## src/rtl/gte_orgb_sched.sv

```systemverilog
// Sequencer for the shared 16-to-5 colour clamp: converts IR1..IR3 into a packed
// ORGB value one component per cycle and arbitrates ORGB reads against conversions.
//
// state | meaning
// IDLE  | no conversion pending; ORGB reads may be granted
// CV_R  | clamp driven with IR1 snapshot, result captured into shadow R
// CV_G  | clamp driven with IR2 snapshot, result captured into shadow G
// CV_B  | clamp driven with IR3 snapshot, ORGB committed at end of cycle
module gte_orgb_sched #(
    parameter int IR_W  = 16,
    parameter int OUT_W = 5
) (
    input  logic               i_clk,
    input  logic               i_nRst,
    input  logic               i_irWrite,
    input  logic [IR_W-1:0]    i_ir1,
    input  logic [IR_W-1:0]    i_ir2,
    input  logic [IR_W-1:0]    i_ir3,
    output logic [IR_W-1:0]    o_clampIn,
    input  logic [OUT_W-1:0]   i_clampOut,
    input  logic               i_rdReq,
    output logic               o_rdAck,
    output logic [3*OUT_W-1:0] o_rdData,
    output logic [3*OUT_W-1:0] o_orgb,
    output logic               o_busy
);

    typedef enum logic [1:0] {
        IDLE = 2'd0,
        CV_R = 2'd1,
        CV_G = 2'd2,
        CV_B = 2'd3
    } stateE;

    stateE state;
    stateE stateNext;

    logic [IR_W-1:0]  ir1s;
    logic [IR_W-1:0]  ir2s;
    logic [IR_W-1:0]  ir3s;
    logic [IR_W-1:0]  clampHold;
    logic [OUT_W-1:0] shadowR;
    logic [OUT_W-1:0] shadowG;

    logic loadR;
    logic loadG;
    logic commit;
    logic rdGrant;

    always_ff @(posedge i_clk or negedge i_nRst) begin
        if (!i_nRst) begin
            state <= IDLE;
        end else begin
            state <= stateNext;
        end
    end

    // A new write always restarts from red, abandoning any partial conversion.
    always_comb begin
        stateNext = state;
        if (i_irWrite) begin
            stateNext = CV_R;
        end else begin
            case (state)
                CV_R:    stateNext = CV_G;
                CV_G:    stateNext = CV_B;
                CV_B:    stateNext = IDLE;
                default: stateNext = IDLE;
            endcase
        end
    end

    always_comb begin
        o_busy    = (state != IDLE);
        o_clampIn = clampHold;
        loadR     = 1'b0;
        loadG     = 1'b0;
        commit    = 1'b0;
        case (state)
            CV_R: begin
                o_clampIn = ir1s;
                loadR     = ~i_irWrite;
            end
            CV_G: begin
                o_clampIn = ir2s;
                loadG     = ~i_irWrite;
            end
            CV_B: begin
                o_clampIn = ir3s;
                commit    = ~i_irWrite;
            end
            default: o_clampIn = clampHold;
        endcase
        rdGrant = (state == IDLE) && i_rdReq && !i_irWrite && !o_rdAck;
    end

    always_ff @(posedge i_clk or negedge i_nRst) begin
        if (!i_nRst) begin
            ir1s <= '0;
            ir2s <= '0;
            ir3s <= '0;
        end else if (i_irWrite) begin
            ir1s <= i_ir1;
            ir2s <= i_ir2;
            ir3s <= i_ir3;
        end
    end

    // clampHold keeps the operand stable while idle so the clamp input does not toggle.
    always_ff @(posedge i_clk or negedge i_nRst) begin
        if (!i_nRst) begin
            clampHold <= '0;
            shadowR   <= '0;
            shadowG   <= '0;
            o_orgb    <= '0;
        end else begin
            if (o_busy) begin
                clampHold <= o_clampIn;
            end
            if (loadR) begin
                shadowR <= i_clampOut;
            end
            if (loadG) begin
                shadowG <= i_clampOut;
            end
            if (commit) begin
                o_orgb <= {i_clampOut, shadowG, shadowR};
            end
        end
    end

    always_ff @(posedge i_clk or negedge i_nRst) begin
        if (!i_nRst) begin
            o_rdAck  <= 1'b0;
            o_rdData <= '0;
        end else begin
            o_rdAck <= rdGrant;
            if (rdGrant) begin
                o_rdData <= o_orgb;
            end
        end
    end

endmodule

```

## config.mk

```make
export PLATFORM = sky130hd
export DESIGN_NAME = gte_orgb_sched
export DESIGN_NICKNAME = d
export VERILOG_FILES = /design/src/rtl/gte_orgb_sched.sv
export SDC_FILE = /design/constraint.sdc
export NUM_CORES = 1
export LEC_CHECK = 0
export ABC_AREA = 1
export BUFFER_PORTS_ARGS = -buffer_cell sky130_fd_sc_hd__buf_2
export CAP_MARGIN = 20
export CORE_MARGIN = 4
export CORE_UTILIZATION = 45
export CTS_BUF_LIST = sky130_fd_sc_hd__clkbuf_4
export DETAILED_ROUTE_END_ITERATION = 6
export PLACE_DENSITY = 0.78
export SYNTH_ARGS = -nofsm -noshare
export SYNTH_HDL_FRONTEND = slang
export SYNTH_SLANG_ARGS = --single-unit
```

## constraint.sdc

```tcl
create_clock -name i_clk -period 2 [get_ports i_clk]
set_clock_uncertainty 0.1 [all_clocks]
set_input_delay 0.2 -clock i_clk [delete_from_list [all_inputs] [get_ports i_clk]]
set_output_delay 0.2 -clock i_clk [all_outputs]
set_load 0.1 [all_outputs]
```

==> metrics.cfg <==
[drt]
drt_iter0_markers=302
drt-vias-per-instance=4.93
wl_um=12700
vias=4361
route.detailed.drc=0
first_pass_iters=6
wire_per_inst_um=14.4
drtAntennaViolNets=0

[setup_path]
cp.required_ns=1.70
crit_type=reg -> out
critical_path.cell_chain=inv_4 -> ha_4 -> buf_12 -> nand2_2 -> nand2_2 -> inv_2 -> nand2_2 -> and2_4 -> buf_12
cpMostUsedCell=nand2_2
critical_path.top_delay_family=flip-flops
start_kind=register
max_stage_delay_ns=0.50
path_buf_inv=4
crit_path_top_delay_cell=dfrtp_2
crit_path_end_kind=primary output
crit_arrival_ns=1.94
crit_fanout=8

[synthesis]
ys_seq_elements=107
yosysSeqAreaShare=0.563
synth_cells=575
netlist_area_mm2=0.00476
syn_nets=638
syn_avg_cell_area_um2=8.27
yosysUniqueCellTypes=21
ys_warn_count=0

[timing]
setup_ws_ns=-0.237
finalSetupViolations=16
hold_viol_final=0
rsz0062_at_grt=true
max_freq_mhz=447
drv_slew=0
fin_crit_ns=2.24
worstMarginPinSlew_ns=0.507
hold_ws_ns=0.0838
slew_headroom=0.664
period_share=1.12

[placement]
place_area_mm2=0.00565
gp_routability_congestion=0.835
place_ws_ns=0.139
hpwlAfterDp_um=8370
port_buffers=104
post-place-cells=799

[cts]
htree_levels=3
clkSlewWorstSetupHoldPaths_ns=0.18
clock_path_buffers=2
cts_root_buf=clkbuf_4
tritoncts=done
cts-buffers-inserted=9
cts_sinks=107
clk_latency_ns=0.46

[job]
cap_violations=0

[cells_and_area]
layout_common_cells=nand2_1 (243), dfrtp_1 (105), buf_2 (86)
final_nets=806
post-route-util=0.654
seq_area_mm2=0.00268
stdcell_area_mm2=0.00675
diodes=0
drive_gt1_frac=0.324
stdcell_count=884
multi_input_comb_area_mm2=0.00201
syn2layout_area_growth_pct=41.9
nFillCells=778
final_common_cell=nand2_1

[global_route]
grt_pass1_wl_um=21100
grt_start_max_net_pins=65
grt_pass1_vias=4299
grt_overflow_total=0
antenna_found_initial=0
grt.total_usage=0.208

[floorplanning]
io_pins=105
die_h_um=111
core-area_mm2=0.0103
die_w_um=111
start_util=0.461
dieArea_mm2=0.0123
rows=37

[run_status]
violations=negative setup slack
status=complete, but fails checks

[worst_hold_path]
hold_path.class=in -> reg

[power]
p_leak_nw=3.58
power_density_mw_per_mm2=1290
ir_drop_v=0.00121

-- report_power, final --
| part | switching, W | leakage [nW] | internal, W |
|---|---|---|---|
| sequential | 0.000303 | 1.31 | 0.00266 |
| clock | 0.000751 | 0.0803 | 0.000404 |
| combinational | 0.00347 | 2.19 | 0.00115 |
| total | 0.00452 | 3.58 | 0.00421 |
-- final cells by class --
cell class,count,area share
Inverter,38,0.0234
Sequential cell,107,0.397
Timing Repair Buffer,185,0.234
Multi-Input combinational cell,402,0.298
Clock buffer,9,0.0100
Tap cell,136,0.0252
Clock inverter,7,0.0122
-- what timing repair did --
action,CTS,global route
hold buffers,55,0
setup endpoints to repair,17,16
pin swaps,8,22
buffers inserted,8,4
endpoints found under the hold margin,170,0
resized for setup,68,48
gates cloned,2,0
-- registers in the layout, indices dropped and copies added (netlist names) --
| signal | count |
|---|---|
| clampHold | 16 |
| o_orgb | 15 |
| o_rdData | 15 |
| shadowG | 5 |
| o_rdAck | 1 |
| shadowR | 5 |
| ir1s | 16 |
| state | 2 |
| ir2s | 16 |
| ir3s | 16 |
-- worst register-to-register path: cells and delay by family (launching register included) --
kind	cells	cell delay, ns
fa+ha+maj	1	0.17
simple gates	3	0.40
flops	1	0.50
buf+inv	3	0.51
-- worst paths after layout --
path	cells past startpoint	from	slack, ns	end
max	9	state[0]	-0.24	o_clampIn[4]
min	4	i_irWrite	0.08	ir1s[11]
max reg2reg	7	state[0]	0.27	o_rdData[10]
min reg2reg	2	clampHold[7]	0.40	clampHold[7]
max in group asynchronous	3	i_nRst	0.91	o_orgb[8]
min in group asynchronous	3	i_nRst	0.16	o_orgb[4]
-- cell families (layout without fill, tap and decap cells) --
| logic type | Yosys count | after routing | synth area share |
|---|---|---|---|
| buffers and inverters | 66 | 239 | 0.0681 |
| AO/OA/AOI/OAI | 51 | 51 | 0.0537 |
| AND/OR/NAND/NOR | 345 | 345 | 0.299 |
| adder cells (fa/ha/maj) | 6 | 6 | 0.0158 |
| flip-flops | 107 | 107 | 0.563 |
-- cells in the mapped netlist --
cell type | number | area, um2
nand3_1 | 16 | 80.1
inv_2 | 2 | 7.51
or2_0 | 10 | 62.6
inv_1 | 35 | 131
nand2_1 | 281 | 1050
buf_4 | 3 | 22.5
inv_4 | 1 | 6.26
o21ai_1 | 11 | 55.1
ha_1 | 6 | 75.1
buf_6 | 6 | 67.6
dfrtp_1 | 107 | 2680
a21oi_1 | 26 | 130
nor2_1 | 11 | 41.3
clkbuf_1 | 5 | 18.8
and2_1 | 16 | 100
nand2_2 | 2 | 12.5
nor2_4 | 1 | 11.3
buf_2 | 14 | 70.1
o21ai_0 | 14 | 70.1
or2_2 | 7 | 43.8
nand3_4 | 1 | 17.5
-- layer usage --
metal	vias to the layer above	wire, um	track usage
met3	40	873	0.0393
met2	202	6230	0.342
met4	0	403	0.0829
li1	2081	-	-
met5	-	0	0
met1	2038	5220	0.272
-- per-stage QoR --
step                      TNS (ns)  total power (W)
final                        -3.23          0.00873
after CTS                    -3.11          0.00864
after detailed placement         0          0.00726
after global placement           0          0.00717
after floorplan                  0          0.00622
after global routing         -4.83          0.00913
(Power assumes the default switching activity.)
